### config.mk
export PLATFORM = sky130hd
export DESIGN_NAME = inst_align_unit_flat
export DESIGN_NICKNAME = d
export VERILOG_FILES = /design/src/rtl/inst_align_unit_pkg.sv /design/src/rtl/inst_align_unit_if.sv /design/src/rtl/inst_align_unit_hw_queue.sv /design/src/rtl/inst_align_unit.sv /design/src/flat_wrapper.sv
export SDC_FILE = /design/constraint.sdc
export NUM_CORES = 1
export LEC_CHECK = 0
export BUFFER_PORTS_ARGS = -buffer_cell sky130_fd_sc_hd__buf_2
export CAP_MARGIN = 20
export CORE_MARGIN = 8
export CORE_UTILIZATION = 55
export DETAILED_ROUTE_END_ITERATION = 10
export MAX_ROUTING_LAYER = met4
export PLACE_DENSITY = 0.81
export SLEW_MARGIN = 20
export SYNTH_ARGS = -nofsm -noshare
export SYNTH_HDL_FRONTEND = slang
export SYNTH_HIERARCHICAL = 1
export SYNTH_SLANG_ARGS = --single-unit
export TNS_END_PERCENT = 10
### constraint.sdc
create_clock -name clk_i -period 5.92 [get_ports clk_i]
set_clock_uncertainty 0.05 [all_clocks]
set_input_delay 0.592 -clock clk_i [delete_from_list [all_inputs] [get_ports clk_i]]
set_output_delay 0.592 -clock clk_i [all_outputs]
set_load 0.02 [all_outputs]
### src/rtl/inst_align_unit_pkg.sv
// Shared constants for the fetch-side aligner and decomp_unit.
// Halfword/word widths and the RVC detection pattern.
package inst_align_unit_pkg;

  localparam int HW_W = 16;
  localparam int WORD_W = 32;
  localparam logic [1:0] RVC_UNCOMP = 2'b11;

  function automatic logic is_rvc(input logic [1:0] low);
    return low != RVC_UNCOMP;
  endfunction

endpackage

### src/rtl/inst_align_unit_if.sv
// Memory fetch port and decode-side delivery port of the aligner.
// master = aligner view, slave = memory/decode environment view.
interface inst_align_unit_if;
  import inst_align_unit_pkg::*;

  logic              mem_req_o;
  logic [WORD_W-1:0] mem_addr_o;
  logic              mem_valid_i;
  logic [WORD_W-1:0] mem_word_i;
  logic              flush_i;
  logic [WORD_W-1:0] flush_pc_i;
  logic              inst_valid_o;
  logic              out_ready_i;
  logic [WORD_W-1:0] inst_o;
  logic              inst_compressed_o;
  logic [WORD_W-1:0] inst_pc_o;

  modport master (
    output mem_req_o, mem_addr_o,
    output inst_valid_o, inst_o,
    output inst_compressed_o, inst_pc_o,
    input  mem_valid_i, mem_word_i,
    input  flush_i, flush_pc_i,
    input  out_ready_i
  );

  modport slave (
    input  mem_req_o, mem_addr_o,
    input  inst_valid_o, inst_o,
    input  inst_compressed_o, inst_pc_o,
    output mem_valid_i, mem_word_i,
    output flush_i, flush_pc_i,
    output out_ready_i
  );

endinterface

### src/rtl/inst_align_unit_hw_queue.sv
// 3-entry halfword FIFO: pop 0/1/2 then push 0/1/2 in one cycle.
// Ports: clk, rst, clr, pop_n, push_n, push_hw0/1 in; q0, q1, cnt out.
module inst_align_unit_hw_queue
  import inst_align_unit_pkg::*;
(
  input  logic            clk,
  input  logic            rst,
  input  logic            clr,
  input  logic [1:0]      pop_n,
  input  logic [1:0]      push_n,
  input  logic [HW_W-1:0] push_hw0,
  input  logic [HW_W-1:0] push_hw1,
  output logic [HW_W-1:0] q0,
  output logic [HW_W-1:0] q1,
  output logic [1:0]      cnt
);

  logic [HW_W-1:0] slot [3];
  logic [HW_W-1:0] slot_nxt [3];
  logic [1:0]      base;
  logic [1:0]      cnt_nxt;

  always_comb begin
    base = cnt - pop_n;
    slot_nxt = slot;
    case (pop_n)
      2'd1: begin
        slot_nxt[0] = slot[1];
        slot_nxt[1] = slot[2];
      end
      2'd2: slot_nxt[0] = slot[2];
      default: ;
    endcase
    // pushes land behind whatever survived the pop
    for (int i = 0; i < 3; i++) begin
      if (push_n != 2'd0 && i == int'(base))
        slot_nxt[i] = push_hw0;
      if (push_n == 2'd2 && i == int'(base) + 1)
        slot_nxt[i] = push_hw1;
    end
    cnt_nxt = clr ? 2'd0 : base + push_n;
  end

  always_ff @(posedge clk) begin
    if (rst) begin
      cnt  <= 2'd0;
      slot <= '{default: '0};
    end else begin
      cnt  <= cnt_nxt;
      slot <= slot_nxt;
    end
  end

  assign q0 = slot[0];
  assign q1 = slot[1];

endmodule

### src/rtl/inst_align_unit.sv
// Fetch aligner: word fetches in, one RVC or 32-bit instruction out.
// Ports: clk_i, rst_i (sync, active high), bus (master modport).
module inst_align_unit
  import inst_align_unit_pkg::*;
#(
  parameter logic [31:0] RESET_PC = 32'h0000_0000
) (
  input  logic              clk_i,
  input  logic              rst_i,
  inst_align_unit_if.master bus
);

  logic [31:0]     pc;
  logic [31:0]     fa;
  logic            pend;
  logic            drop;
  logic            skip;

  logic [HW_W-1:0] q0;
  logic [HW_W-1:0] q1;
  logic [1:0]      cnt;
  logic [1:0]      cnt_post;
  logic [1:0]      pop_n;
  logic [1:0]      push_n;
  logic [HW_W-1:0] push_hw0;
  logic [HW_W-1:0] push_hw1;

  logic            q0_rvc;
  logic            valid;
  logic            xfer;
  logic            req;
  logic            resp;

  assign q0_rvc = is_rvc(q0[1:0]);
  assign valid  = (cnt >= 2'd1 && q0_rvc)
               || cnt >= 2'd2;
  assign xfer   = valid & bus.out_ready_i
               & ~bus.flush_i;
  assign pop_n  = !xfer  ? 2'd0 :
                  q0_rvc ? 2'd1 : 2'd2;
  assign cnt_post = cnt - pop_n;

  // one request in flight keeps cnt_post+2 <= 3
  assign req  = ~rst_i & ~bus.flush_i & ~pend
              & ~drop & (cnt_post <= 2'd1);
  assign resp = bus.mem_valid_i & pend;

  always_comb begin
    push_n   = 2'd0;
    push_hw0 = bus.mem_word_i[15:0];
    push_hw1 = bus.mem_word_i[31:16];
    if (resp & ~drop & ~bus.flush_i) begin
      if (skip) begin
        push_n   = 2'd1;
        push_hw0 = bus.mem_word_i[31:16];
      end else begin
        push_n   = 2'd2;
      end
    end
  end

  inst_align_unit_hw_queue u_hw_queue (
    .clk      (clk_i),
    .rst      (rst_i),
    .clr      (bus.flush_i),
    .pop_n    (pop_n),
    .push_n   (push_n),
    .push_hw0 (push_hw0),
    .push_hw1 (push_hw1),
    .q0       (q0),
    .q1       (q1),
    .cnt      (cnt)
  );

  always_ff @(posedge clk_i) begin
    if (rst_i) begin
      pc   <= RESET_PC;
      fa   <= {RESET_PC[31:2], 2'b00};
      pend <= 1'b0;
      drop <= 1'b0;
      skip <= RESET_PC[1];
    end else if (bus.flush_i) begin
      pc   <= bus.flush_pc_i;
      fa   <= {bus.flush_pc_i[31:2], 2'b00};
      skip <= bus.flush_pc_i[1];
      // a still-missing response must be swallowed later
      pend <= pend & ~bus.mem_valid_i;
      drop <= pend & ~bus.mem_valid_i;
    end else begin
      if (xfer)
        pc <= pc + (q0_rvc ? 32'd2 : 32'd4);
      if (req) begin
        pend <= 1'b1;
        fa   <= fa + 32'd4;
      end
      if (resp) begin
        pend <= 1'b0;
        if (drop)
          drop <= 1'b0;
        else if (skip)
          skip <= 1'b0;
      end
    end
  end

  assign bus.mem_req_o  = req;
  assign bus.mem_addr_o = fa;
  assign bus.inst_valid_o = valid;
  assign bus.inst_o =
    !valid ? 32'h0 :
    q0_rvc ? {16'h0, q0} : {q1, q0};
  assign bus.inst_compressed_o = valid & q0_rvc;
  assign bus.inst_pc_o = pc;

endmodule

### src/flat_wrapper.sv
// flat-port wrapper written by rule: the top's interface ports become plain ports
module inst_align_unit_flat import inst_align_unit_pkg::*;
#(
  parameter logic [31:0] RESET_PC = 32'h0000_0000
)
  (clk_i, rst_i, bus_mem_req_o, bus_mem_addr_o, bus_inst_valid_o, bus_inst_o, bus_inst_compressed_o, bus_inst_pc_o, bus_mem_valid_i, bus_mem_word_i, bus_flush_i, bus_flush_pc_i, bus_out_ready_i);
  inst_align_unit_if bus_i ();
  input  logic clk_i;
  input  logic rst_i;
  output wire logic [$bits(bus_i.mem_req_o)-1:0] bus_mem_req_o;
  output wire logic [$bits(bus_i.mem_addr_o)-1:0] bus_mem_addr_o;
  output wire logic [$bits(bus_i.inst_valid_o)-1:0] bus_inst_valid_o;
  output wire logic [$bits(bus_i.inst_o)-1:0] bus_inst_o;
  output wire logic [$bits(bus_i.inst_compressed_o)-1:0] bus_inst_compressed_o;
  output wire logic [$bits(bus_i.inst_pc_o)-1:0] bus_inst_pc_o;
  input wire logic [$bits(bus_i.mem_valid_i)-1:0] bus_mem_valid_i;
  input wire logic [$bits(bus_i.mem_word_i)-1:0] bus_mem_word_i;
  input wire logic [$bits(bus_i.flush_i)-1:0] bus_flush_i;
  input wire logic [$bits(bus_i.flush_pc_i)-1:0] bus_flush_pc_i;
  input wire logic [$bits(bus_i.out_ready_i)-1:0] bus_out_ready_i;
  assign bus_mem_req_o = bus_i.mem_req_o;
  assign bus_mem_addr_o = bus_i.mem_addr_o;
  assign bus_inst_valid_o = bus_i.inst_valid_o;
  assign bus_inst_o = bus_i.inst_o;
  assign bus_inst_compressed_o = bus_i.inst_compressed_o;
  assign bus_inst_pc_o = bus_i.inst_pc_o;
  assign bus_i.mem_valid_i = bus_mem_valid_i;
  assign bus_i.mem_word_i = bus_mem_word_i;
  assign bus_i.flush_i = bus_flush_i;
  assign bus_i.flush_pc_i = bus_flush_pc_i;
  assign bus_i.out_ready_i = bus_out_ready_i;
  inst_align_unit #(.RESET_PC(RESET_PC)) u_core (.clk_i(clk_i), .rst_i(rst_i), .bus(bus_i));
endmodule
Word level (Yosys, flattened, before mapping)
Cells that the tools add are included.
Word-level totals
  input bits: 69
  output and inout port bits: 99
  logic and storage cells: 92
  flip-flop bits (word level): 117
Cells by class
  equal/unequal tests: 9
  muxes and demuxes: 29
  add/subtract/negate cells: 5
  magnitude comparators: 3
  bitwise operators: 16
  reductions and logical operators: 20
Operators with widths (number)
  two-way mux 32 bit: 6
  two-way mux 16 bit: 9
  adder 32 x 3 -> 32 bit, second input constant: 1
  adder 32 bit: 1
  equality test 2 x 32 -> 1 bit, first input constant: 1
  zero test 32 bit: 1
  one-hot mux 16 bit (2 select lines): 1
  bitwise AND 1 bit: 11
  nonzero test 2 bit: 5
  two-way mux 1 bit: 8
  two-way mux 2 bit: 4
  logical AND 1 bit: 7
  nonzero test 3 bit: 2
  inverter 1 bit: 5
  equality test 2 bit, first input constant: 2
  equality test 2 bit, second input constant: 2
  inequality test 2 bit, second input constant: 2
  nonzero test 4 bit: 1
  adder 2 x 1 -> 3 bit, second input constant: 1
  equality test 2 x 3 -> 1 bit, first input constant: 1
  two-way mux 3 bit: 1
  adder 2 bit: 1
  equality test 2 x 1 -> 1 bit, second input constant: 1
  greater-or-equal comparator 2 x 1 -> 1 bit, second input constant: 1
  7 further kinds: 7

Longest topological paths before layout
  depth after elaboration: 12
  gate-level depth with buffers: 13
  depth with buffers taken out: 10

Cells and area by module
The synthesis kept the hierarchy.
Modules (own cells, without submodules)
  inst_align_unit: sequential area each 1301.2 um^2, cells each 571, area an instance 4230.3 um^2, instances 1
  inst_align_unit_hw_queue: sequential area each 1001.0 um^2, cells each 341, area an instance 3055.4 um^2, instances 1

Worst setup path before layout
OpenSTA, ideal clock, no wires.
  path kind: input port to output port
  from: input bus_flush_i
  to: output bus_mem_req_o
  arrival time: 2.494 ns
  data required time: 5.278 ns
  setup slack: 2.784 ns
  path buffers: 4
  cell stages on the path: 10
  path through: buf_2 -> clkbuf_1 -> clkbuf_1 -> nor3_1 -> ha_1 -> nand2b_1 -> o21a_2 -> nand2_1 -> inv_1 -> buf_2
Between the ends
  word-level cells in the longest chain between the ends: 6
  elaborated cells between the ends (all ways): 9
  classes of those cells: 1 x add/sub; 1 x order compare; 1 x mux; 6 x bitwise
Ends and longest elaborated chain
  from (decl): RTL line flat_wrapper.sv:18  | input wire logic [$bits(bus_i.flush_i)-1:0] bus_flush_i;
  inverter 1 bit: RTL line inst_align_unit.sv:38  | & ~bus.flush_i;
  bitwise AND 1 bit: RTL line inst_align_unit.sv:38
  two-way mux 2 bit: RTL line inst_align_unit.sv:39  | assign pop_n = !xfer ? 2'd0 :
  net u_core.pop_n[0]: RTL line inst_align_unit.sv:23  | logic [1:0] pop_n;
  subtractor 2 bit: RTL line inst_align_unit.sv:41  | assign cnt_post = cnt - pop_n;
  less-or-equal comparator 2 x 1 -> 1 bit: RTL line inst_align_unit.sv:45  | & ~drop & (cnt_post <= 2'd1);
  bitwise AND 1 bit: RTL line inst_align_unit.sv:45
  to (decl): RTL line flat_wrapper.sv:10  | output wire logic [$bits(bus_i.mem_req_o)-1:0] bus_mem_req_o;
The timed path passes the listed nets, and every way through them passes these cells.

Worst setup path after layout
  from: register u_core.u_hw_queue.slot (netlist bit u_core/u_hw_queue/q0[0])
  to: output bus_mem_req_o
Between the ends
  word-level cells in the longest chain between the ends: 9
  elaborated cells between the ends (all ways): 10
  classes of those cells: 1 x add/sub; 1 x order compare; 1 x eq/ne; 2 x mux; 3 x bitwise; 2 x reduce/logical
Ends and longest elaborated chain
  from (decl): RTL line inst_align_unit_hw_queue.sv:18  | logic [HW_W-1:0] slot [3];
  from (signal assigned): RTL line inst_align_unit_hw_queue.sv:50  | slot <= slot_nxt;
  inequality test 2 bit *: RTL line inst_align_unit_pkg.sv:10  | return low != RVC_UNCOMP;
  logical AND 1 bit: RTL line inst_align_unit.sv:35  | assign valid = (cnt >= 2'd1 && q0_rvc)
  logical OR 1 bit: RTL line inst_align_unit.sv:36  | || cnt >= 2'd2;
  bitwise AND 1 bit: RTL line inst_align_unit.sv:37  | assign xfer = valid & bus.out_ready_i
  bitwise AND 1 bit: RTL line inst_align_unit.sv:38
  two-way mux 2 bit *: RTL line inst_align_unit.sv:39
  net u_core.pop_n[0]: RTL line inst_align_unit.sv:23
  subtractor 2 bit *: RTL line inst_align_unit.sv:41
  less-or-equal comparator 2 x 1 -> 1 bit *: RTL line inst_align_unit.sv:45
  bitwise AND 1 bit *: RTL line inst_align_unit.sv:45
The timed path passes the listed nets; every way through them passes the cells marked *.

==> results.txt <==
* Power per cell area: 272 nW/um^2
* Post-synthesis instance area: 7290 um^2
* Top cells by area in the synthesized netlist: sky130_fd_sc_hd__dfxtp_1 32%, sky130_fd_sc_hd__mux2i_1 7.0%, sky130_fd_sc_hd__nand2_1 6.7%
- The cell sitting at the root of the clock tree is a sky130_fd_sc_hd__clkbuf_16.
- Counting every sink on the clock net gives 115.
* Clock transition at the registers of the reported paths: 0.05 ns
- In the synthesized netlist, the number of instances is 912.
- After layout, the worst path uses between 60 and 70% of the clock period.
- Average vias per placed instance: 6.21
* Power consumption: 0.00232 W
- Worst r2r path cells: 8
- The synthesized design contains 115 register bits.
- After detailed routing, the met2 layer carries 10.8 mm of wire.
* Row Count: 42
- Critical path peak fanout: 21
- Vias in the first global route: ~7.0k
- Remaining antenna violation count after routing: 0
- The total overflow left after global routing is 0.
- The worst setup path is captured at an output port.
* Pin count of the biggest net entering global routing: 74
- Hold Fails Final Rpt: 0
- Xor-xnor portion of the synthesized cell area: 3.09%
* Async S/R FF share, synth: 0%
- Antenna diode count: 0
- Met1 Routed Length: 8.97 mm
* Boundary pin count: 168
- Cell count of the worst hold path: 2
- The final route contains 7427 vias.
- The library cells used most frequently in the layout, excluding fill and tap cells, are 164 x sky130_fd_sc_hd__buf_2, 130 x sky130_fd_sc_hd__nand2_1, 115 x sky130_fd_sc_hd__dfxtp_1.
- Cell taking the most area after synthesis: sky130_fd_sc_hd__dfxtp_1
- Placement-stage cell area: 7840 um^2
- In this run the most critical hold path is launched from bus_mem_valid_i.
- Data on the critical path arrives at its endpoint at between 3 and 4 ns.
- Post-route DRC violation count: 0
- TritonCTS built the clock tree.
- Synth Flop Type: sky130_fd_sc_hd__dfxtp_1
* Source-to-sink clock delay at the later pin of the worst-skew pair: 0.41 ns
- For the finished layout, the period the worst path requires is 4.05 ns.
- The area growth from synthesis to layout is 17.2%.
* Reported leakage power: between 3 and 4 nW
- Initial Utilization: 55.7%
- The count of buffers added on input and output ports is 165.
- After legalization and detailed placement, the total HPWL measured 15.3 mm.
* Number of DRC violations after detailed-routing iteration 0: between 800 and 900
* Global-route wire length before repair: 35.7 mm
- Post-CTS sizing: 0
- The worst setup path is of the register to output port kind.
- In the final design database the tool counted 1084 nets.
* Number of enable flip-flop cells after synthesis: 0
- DR pass1 iterations: 5
- The flow ran to the end, and the final reports show no timing, DRC or antenna violations.
* Achievable frequency: 247 MHz
- At the end of routability-driven placement, the weighted congestion stood at 0.901.
- In the detailed route, the total length drawn on met3 is 2.22 mm.
* Most common library cell in the layout ignoring fill and taps: sky130_fd_sc_hd__buf_2
- Area share of and/or/nand/nor cells after synthesis: 27.6%
* Sequential element share of the synthesized area: 31.6%
- Adder and majority gate portion of the synthesized area: roughly 1.5%
- Total of hold buffers inserted after clock tree synthesis: 0
- VDD sags by at most about 0.21 mV.
* Detailed-route wire length per cell: between 15 and 20 um
* Max Cap Viol: 0
- The layout has ~1.1k filler cells.
- Global-route usage over all layers: 27.1%
- Synthesis warning total: 6
- At the pin with the least slew margin, the transition time is about 1.1 ns.
- The H-tree was split into 4 levels.
- Final std cell area, no fill: 8540 um^2
- FF-to-FF setup slack: 2.10 ns
* RSZ-0062 raised after global routing: false
* Total length of routed wires: approximately 23 mm
* Average footprint of a synthesized cell: between 7 and 8 um^2
- The worst register-to-register path begins at u_core/u_hw_queue/q0[0].
- After synthesis, the largest family of logic cells by area is simple AND/OR/NAND/NOR gates.
* Sum Neg Setup Slack: 0 ns
- The initial antenna violation count is 0.
* Slew headroom: between 20 and 30%
- Area enclosed by the die boundary: 17200 um^2
- For the worst setup path, the data required time is 5.28 ns.
* Synth top area share: 31.6%
- Die Height: 131 um
- Mux cell area share after synthesis: 7.16%
* Path category of the worst min-delay check: input pin to register
* Die Wd: 131 um
* Synth cell types: 71
- After floorplanning, the core was sized to cover 13100 um^2.
- DR top layer: met4
- Crit path launch type: register
* R2r endpoint: u_core/u_hw_queue/q1[11]
- The number of clock buffers added by TritonCTS is 17.
* Endpoint of the worst hold path: u_core/drop
* Layout cells sized above 1: a little under a quarter
- Counting along the longest clock path gives a buffer depth of 2.
- Setup violations remaining at the end of the flow were counted as 0.
* Total count of max-transition violations in the final report: 0
- Synth Area in Compound Gates: 20.1%
* Post-CTS setup buffer count: 0
-- synthesized netlist by cell type, types with 21 or more instances --
cell,count
sky130_fd_sc_hd__o21ai_0,46
sky130_fd_sc_hd__nand2b_1,24
sky130_fd_sc_hd__inv_1,21
sky130_fd_sc_hd__xnor2_1,22
sky130_fd_sc_hd__mux2i_1,51
sky130_fd_sc_hd__nand2_1,130
sky130_fd_sc_hd__nor2_1,63
sky130_fd_sc_hd__and3_1,21
sky130_fd_sc_hd__nor3_1,23
sky130_fd_sc_hd__a21oi_1,27
sky130_fd_sc_hd__buf_4,35
sky130_fd_sc_hd__dfxtp_1,115
sky130_fd_sc_hd__clkbuf_1,43
-- routing by layer --
metal	track usage (%)	vias to the layer above
li1	-	3478
met1	32.0	3406
met2	43.4	476
met3	5.38	67
met4	13.6	0
met5	-	-
-- how the worst max path moves through the flow --
stage	from	to	slack, ns	cells past startpoint
after CTS	u_core/u_hw_queue/q0[0]	bus_mem_req_o	1.88	8
after global routing	u_core/u_hw_queue/cnt[0]	bus_mem_req_o	1.51	9
after detailed placement	bus_flush_i	u_core/u_hw_queue/q1[2]	2.03	7
after floorplan	bus_flush_i	bus_mem_req_o	2.78	10
final	u_core/u_hw_queue/q0[0]	bus_mem_req_o	1.87	8
after global placement	bus_flush_i	u_core/u_hw_queue/q1[14]	2.08	7
-- power by group --
| group | internal, W | switching (W) |
|---|---|---|
| logic | 0.0000891 | 0.000159 |
| clock network | 0.000865 | 0.000355 |
| registers | 0.000809 | 0.0000423 |
-- logic make-up (layout without fill, tap and decap cells) --
kind of cell / count (synthesis) / after routing
AND/OR/NAND/NOR: 389 / 389
AO/OA/AOI/OAI: 202 / 202
buffers and inverters: 121 / 228
flip-flops: 115 / 115
multiplexers: 52 / 52
XOR/XNOR: 24 / 24
adder cells (fa/ha/maj): 8 / 8
other: 1 / 2
-- registers in the layout, summed over array words and instances, names as in the netlist --
name / count
u_core/bus.mem_addr_o: 30
u_core/u_hw_queue/q0: 16
u_core/u_hw_queue/slot: 16
u_core/u_hw_queue/q1: 16
u_core/skip: 1
u_core/u_hw_queue/cnt: 2
u_core/pend: 1
u_core/bus.inst_pc_o: 32
u_core/drop: 1
-- through the flow --
stage	utilization (%)	hold WS [ns]	std cells	worst slack (ns)
2_1_floorplan	-	0.437	913	2.78
3_3_place_gp	59.9	0.422	1164	2.08
3_5_place_dp	59.9	0.438	1164	2.03
4_1_cts	65.2	0.355	1196	1.88
5_1_grt	65.3	0.378	1196	1.51
6_report	65.3	0.366	1196	1.87
-- final cells by class --
cell class	instances	area (um^2)	area share, %
clock inverter	9	223	2.61
inverter	23	86.3	1.01
tap	176	220	2.58
sequential	115	2300	27.0
clock buffer	23	478	5.60
multi-input combinational	677	4340	50.8
timing repair buffer	173	888	10.4
-- worst max-delay path, stage by stage, from the launching register on --
cell and delay, ns:
sky130_fd_sc_hd__dfxtp_1 0.40, sky130_fd_sc_hd__and2_1 0.66, sky130_fd_sc_hd__nor3_1 0.23, sky130_fd_sc_hd__ha_1 0.29, sky130_fd_sc_hd__nand2b_1 0.16, sky130_fd_sc_hd__o21a_2 0.25
sky130_fd_sc_hd__nand2_1 0.43, sky130_fd_sc_hd__inv_1 0.32, sky130_fd_sc_hd__buf_2 0.25
No activity file was read; power rests on OpenSTA's default activity.
